File: config.mk
export PLATFORM = sky130hd
export DESIGN_NAME = id_ex_operand_stage
export DESIGN_NICKNAME = d
export VERILOG_FILES = /design/src/rtl/id_ex_operand_stage.sv
export SDC_FILE = /design/constraint.sdc
export NUM_CORES = 1
export LEC_CHECK = 0
export ABC_AREA = 1
export CELL_PAD_IN_SITES_DETAIL_PLACEMENT = 0
export CELL_PAD_IN_SITES_GLOBAL_PLACEMENT = 1
export CORE_MARGIN = 2
export CORE_UTILIZATION = 26
export CTS_CLUSTER_DIAMETER = 30
export CTS_CLUSTER_SIZE = 20
export DETAILED_ROUTE_END_ITERATION = 8
export GPL_ROUTABILITY_DRIVEN = 0
export PLACE_DENSITY_LB_ADDON = 0.1
export SYNTH_ARGS = -nofsm -noshare
export SYNTH_HDL_FRONTEND = slang
export SYNTH_SLANG_ARGS = --single-unit
File: constraint.sdc
create_clock -name clk -period 2.5 [get_ports clk]
set_input_delay 0.25 -clock clk [delete_from_list [all_inputs] [get_ports clk]]
set_output_delay 0.25 -clock clk [all_outputs]
set_load 0.01 [all_outputs]
File: src/rtl/id_ex_operand_stage.sv
`default_nettype none
// ============================================================================
//  Module      : id_ex_operand_stage
//  Description : ID/EX pipeline register and ALU operand-select stage for the
//                pipelined MIPS datapath. Captures decoded fields from ID,
//                supports stall (hold) and flush (bubble), and presents the
//                ALU opcode, A, B and shamt. Operand forwarding from EX/MEM and
//                MEM/WB is built only when ID_EX_FORWARDING_EN is defined;
//                otherwise the forwarding ports are present but ignored.
//  Ports       : clk, reset (async, active-low), stall, flush
//                id_*      : decoded instruction fields from ID
//                ex_mem_*  : EX/MEM writeback target and ALU result
//                mem_wb_*  : MEM/WB writeback target and data
//                ex_*      : registered control + combinational operands
//  Macro       : ID_EX_FORWARDING_EN (optional, enables forwarding muxes)
//  Revision    : 1.0 - initial release
// ============================================================================
module id_ex_operand_stage #(
   parameter int N = 32
) (
   input  logic         clk,
   input  logic         reset,
   input  logic         stall,
   input  logic         flush,
   input  logic         id_valid,
   input  logic [3:0]   id_alu_operation,
   input  logic         id_alu_src,
   input  logic         id_reg_write,
   input  logic         id_mem_read,
   input  logic         id_mem_write,
   input  logic         id_mem_to_reg,
   input  logic [N-1:0] id_read_data_1,
   input  logic [N-1:0] id_read_data_2,
   input  logic [N-1:0] id_immediate,
   input  logic [4:0]   id_shamt,
   input  logic [4:0]   id_rs,
   input  logic [4:0]   id_rt,
   input  logic [4:0]   id_write_register,
   input  logic         ex_mem_reg_write,
   input  logic [4:0]   ex_mem_write_register,
   input  logic [N-1:0] ex_mem_alu_result,
   input  logic         mem_wb_reg_write,
   input  logic [4:0]   mem_wb_write_register,
   input  logic [N-1:0] mem_wb_write_data,
   output logic         ex_valid,
   output logic [3:0]   ex_alu_operation,
   output logic [4:0]   ex_shamt,
   output logic [N-1:0] ex_a,
   output logic [N-1:0] ex_b,
   output logic [N-1:0] ex_store_data,
   output logic [4:0]   ex_write_register,
   output logic         ex_reg_write,
   output logic         ex_mem_read,
   output logic         ex_mem_write,
   output logic         ex_mem_to_reg
);

   logic         r_valid;
   logic         r_reg_write;
   logic         r_mem_read;
   logic         r_mem_write;
   logic         r_mem_to_reg;
   logic [3:0]   r_alu_operation;
   logic         r_alu_src;
   logic [4:0]   r_shamt;
   logic [4:0]   r_rs;
   logic [4:0]   r_rt;
   logic [4:0]   r_write_register;
   logic [N-1:0] r_rd1;
   logic [N-1:0] r_rd2;
   logic [N-1:0] r_immediate;

   logic [N-1:0] w_a;
   logic [N-1:0] w_store;

   // Stage register: flush beats stall beats load. A bubble clears every
   // field, including the operand data, so the ALU sees AND 0,0.
   always_ff @(posedge clk or negedge reset) begin
      if (!reset) begin
         r_valid          <= 1'b0;
         r_reg_write      <= 1'b0;
         r_mem_read       <= 1'b0;
         r_mem_write      <= 1'b0;
         r_mem_to_reg     <= 1'b0;
         r_alu_operation  <= 4'd0;
         r_alu_src        <= 1'b0;
         r_shamt          <= 5'd0;
         r_rs             <= 5'd0;
         r_rt             <= 5'd0;
         r_write_register <= 5'd0;
         r_rd1            <= '0;
         r_rd2            <= '0;
         r_immediate      <= '0;
      end else if (flush) begin
         r_valid          <= 1'b0;
         r_reg_write      <= 1'b0;
         r_mem_read       <= 1'b0;
         r_mem_write      <= 1'b0;
         r_mem_to_reg     <= 1'b0;
         r_alu_operation  <= 4'd0;
         r_alu_src        <= 1'b0;
         r_shamt          <= 5'd0;
         r_rs             <= 5'd0;
         r_rt             <= 5'd0;
         r_write_register <= 5'd0;
         r_rd1            <= '0;
         r_rd2            <= '0;
         r_immediate      <= '0;
      end else if (!stall) begin
         r_valid          <= id_valid;
         // An invalid slot must never cause a register or memory write.
         r_reg_write      <= id_reg_write  & id_valid;
         r_mem_read       <= id_mem_read   & id_valid;
         r_mem_write      <= id_mem_write  & id_valid;
         r_mem_to_reg     <= id_mem_to_reg & id_valid;
         r_alu_operation  <= id_alu_operation;
         r_alu_src        <= id_alu_src;
         r_shamt          <= id_shamt;
         r_rs             <= id_rs;
         r_rt             <= id_rt;
         r_write_register <= id_write_register;
         r_rd1            <= id_read_data_1;
         r_rd2            <= id_read_data_2;
         r_immediate      <= id_immediate;
      end
   end

`ifdef ID_EX_FORWARDING_EN
   // EX/MEM is the younger producer, so it is checked first. Register 0 is
   // hard-wired zero and is never forwarded. Evaluated every cycle, so a held
   // instruction picks up results that arrive while it is stalled.
   always_comb begin
      w_a = r_rd1;
      if (ex_mem_reg_write && (ex_mem_write_register != 5'd0) &&
          (ex_mem_write_register == r_rs))
         w_a = ex_mem_alu_result;
      else if (mem_wb_reg_write && (mem_wb_write_register != 5'd0) &&
               (mem_wb_write_register == r_rs))
         w_a = mem_wb_write_data;
   end

   always_comb begin
      w_store = r_rd2;
      if (ex_mem_reg_write && (ex_mem_write_register != 5'd0) &&
          (ex_mem_write_register == r_rt))
         w_store = ex_mem_alu_result;
      else if (mem_wb_reg_write && (mem_wb_write_register != 5'd0) &&
               (mem_wb_write_register == r_rt))
         w_store = mem_wb_write_data;
   end
`else
   // Without forwarding the hazard unit stalls on every RAW hazard, so the
   // register-file values are always current.
   assign w_a     = r_rd1;
   assign w_store = r_rd2;

   // Forwarding ports and source-register fields are kept for interface
   // compatibility but have no function in this build.
   logic w_unused_fwd;
   assign w_unused_fwd = ^{ex_mem_reg_write, ex_mem_write_register,
                           ex_mem_alu_result, mem_wb_reg_write,
                           mem_wb_write_register, mem_wb_write_data,
                           r_rs, r_rt};
`endif

   assign ex_valid          = r_valid;
   assign ex_alu_operation  = r_alu_operation;
   assign ex_shamt          = r_shamt;
   assign ex_write_register = r_write_register;
   assign ex_reg_write      = r_reg_write;
   assign ex_mem_read       = r_mem_read;
   assign ex_mem_write      = r_mem_write;
   assign ex_mem_to_reg     = r_mem_to_reg;
   assign ex_a              = w_a;
   assign ex_store_data     = w_store;
   assign ex_b              = r_alu_src ? r_immediate : w_store;

endmodule
`default_nettype wire

==> results.cfg <==
[critical_path]
path_cells = buf_12, nand2_1, o21ai_0, clkdlybuf4s50_1
cpPeakStageDelay_ns = 0.63
start_kind = flip-flop
crit_type = reg -> out
critPathArrivalTime_ns = 2.06
cp_data_required_time_ns = 2.25
worstPathMaxFanout = 42
cp_slowest_cell = dfrtp_2
end_kind = primary output

[clock_tree]
cts.reportedPaths.clkPinSlew_ns = 0.05
cts_buffer_depth = 2
cts_max_level = 4
cts_resized = 0
cts_buffers = 17
cts-root-buf = clkbuf_16
cts_tree = built
cts_setup_buffers = 0
clock_sinks = 116
hold_buffers = 1
clk_latency_ns = 0.41

[logic_synthesis]
ys_ff_latch = 116
synthFlopType = dfrtp_1
yosys_warnings = 0
ys_seq_area_share_pct = 61.5
synth_area_mm2 = 0.00472
syn_inst = 564
yosys-top-cells-count = nand2_1, dfrtp_1, o21ai_0
synth.most_common_cell = nand2_1
ys_types = 11
syn_area_per_cell_um2 = 8.36
syn-num-nets = 770
yosys-top-cells-area = dfrtp_1, nand2_1, o21ai_0
synth_area_leader_cell = dfrtp_1
synthArstFlopShare_pct = 100
synth_edf_count = 0
yosysTopAreaCellShare_pct = 61.5

[floorplanning]
pin_count = 321
die_width_um = 139
dieArea_mm2 = 0.0192
initial_core_util_pct = 26.3
fp-row-count = 49
die_height_um = 139
core_mm2 = 0.0179

[global_route]
grt_pass1_vias = 4494
track_usage_pct = 15.6
grt_max_degree = 72
gr-total-overflow = 0
grt_pass1_wl_mm = 23.8
antenna_found_initial = 0

[cells_and_area]
fin_area_mm2 = 0.00793
multi_input_area_mm2 = 0.00154
drive_gt1_share_pct = 5.32
nNetsFinal = 1002
syn_to_final_growth_pct = 68.2
n_antenna_cell = 0
regArea_mm2 = 0.00290
utilization_pct = 44.3
n_fill_cell = 1729

[power_and_ir_drop]
clkPwrFrac_pct = 47.8
ir_drop_v = 0.000451
seq_power_share_pct = 38.5
p_int_mw = 4.09
swShare_pct = 22.9
leakage_nw = 3.72
netSwitchingPower_mw = 1.22
comb_power_share_pct = 13.7
power_density_mw_per_mm2 = 670

[sta]
rsz0062_at_grt = no
skew_ns = 0
finalSetupTns_ns = 0
slew_headroom_pct = 55.4
fmaxAchievable_mhz = 433
drv_slew = 0
hold_viol = 0
worstMarginPinSlew_ns = 0.669
setup_viol = 0
fin_crit_ns = 2.31
fin_crit_sh_pct = 92.4

[placed_design]
dpl-instance-area_mm2 = 0.00730
portBuffers = 234
dpl.hpwl_mm = 10.2

[drt]
wirelength_mm = 14.6
initialDrtViolationCount = 149
wl_per_cell_um = 14.1
final_antenna_net_count = 0
dr.pass1.iters = 4
num_vias = 4343
routed_via_density = 4.18
drc = 0

[run]
drv_cap = 0

[run_status]
status = finished, final reports clean

[min_path]
hold_class = in -> reg
[stage by stage]
step	power [mW]	setup WS [ns]	instances	hold slack, ns
after global placement	2.81	0.588	1005	0.327
after CTS	5.41	0.135	1038	0.357
final	5.31	0.190	1038	0.376
after floorplan	2.30	1.27	564	-0.0456
after detailed placement	2.82	0.580	1005	0.339
after global routing	5.56	0.0525	1038	0.365
[power groups by stage]
stage                     clock network [mW]  logic (mW)  registers [mW]
after global routing                    2.70       0.799            2.06
after global placement                     0       0.738            2.07
after detailed placement                   0       0.742            2.08
final                                   2.54       0.728            2.05
after CTS                               2.62       0.747            2.05
after floorplan                            0       0.194            2.10
[logic make-up (layout without fill, tap and decap cells)]
| family | after synthesis | count (layout) | share of synthesized area, % |
|---|---|---|---|
| AO/OA/AOI/OAI | 64 | 64 | 6.79 |
| buffers and inverters | 65 | 310 | 5.97 |
| flip-flops | 116 | 116 | 61.5 |
| AND/OR/NAND/NOR | 319 | 319 | 25.7 |
[path summary, 6_finish.rpt]
path                               startpoint                end  slack, ns  depth (start not counted)
max reg2reg                         r_alu_src          r_alu_src       1.64                          2
min in group asynchronous               reset  ex_store_data[11]       0.40                          2
min reg2reg                    r_immediate[1]     r_immediate[1]       0.47                          2
max                                 r_alu_src           ex_b[22]       0.19                          4
min                        id_read_data_1[24]           ex_a[24]       0.38                          3
max in group asynchronous               reset  ex_store_data[14]       1.31                          3
[final cells by class]
cell class | count | share of cell area [%]
clock buffer | 24 | 6.32
clock inverter | 8 | 1.53
multi-input combinational | 383 | 19.4
sequential | 116 | 36.6
timing repair buffer | 244 | 30.9
inverter | 34 | 1.61
tap | 229 | 3.61
[worst max-delay path, delay by kind of cell, from the launching register on]
kind            cells  cell delay (ns)
buf+inv             2             0.84
flops               1             0.63
compound gates      1             0.10
simple gates        1             0.07
[placed cells by master, fill, tap and decap left out]
master,instances
clkbuf_1,2
clkbuf_16,17
buf_12,3
dfrtp_1,115
o21ai_0,64
buf_4,7
dlygate4sd3_1,1
clkinvlp_4,1
clkdlybuf4s50_1,233
nor2_4,2
inv_1,34
dfrtp_2,1
clkbuf_8,5
nand3_1,4
bufinv_16,3
clkinv_4,1
clkinv_2,3
nand2_1,313
[metal layers]
metal | global-route usage, % | share of wire [%]
met5 | 0 | 0
met4 | 5.42 | 1.0
met3 | 5.77 | 7.4
met2 | 25.8 | 50
met1 | 18.8 | 42
No activity file was read; power rests on OpenSTA's default activity.
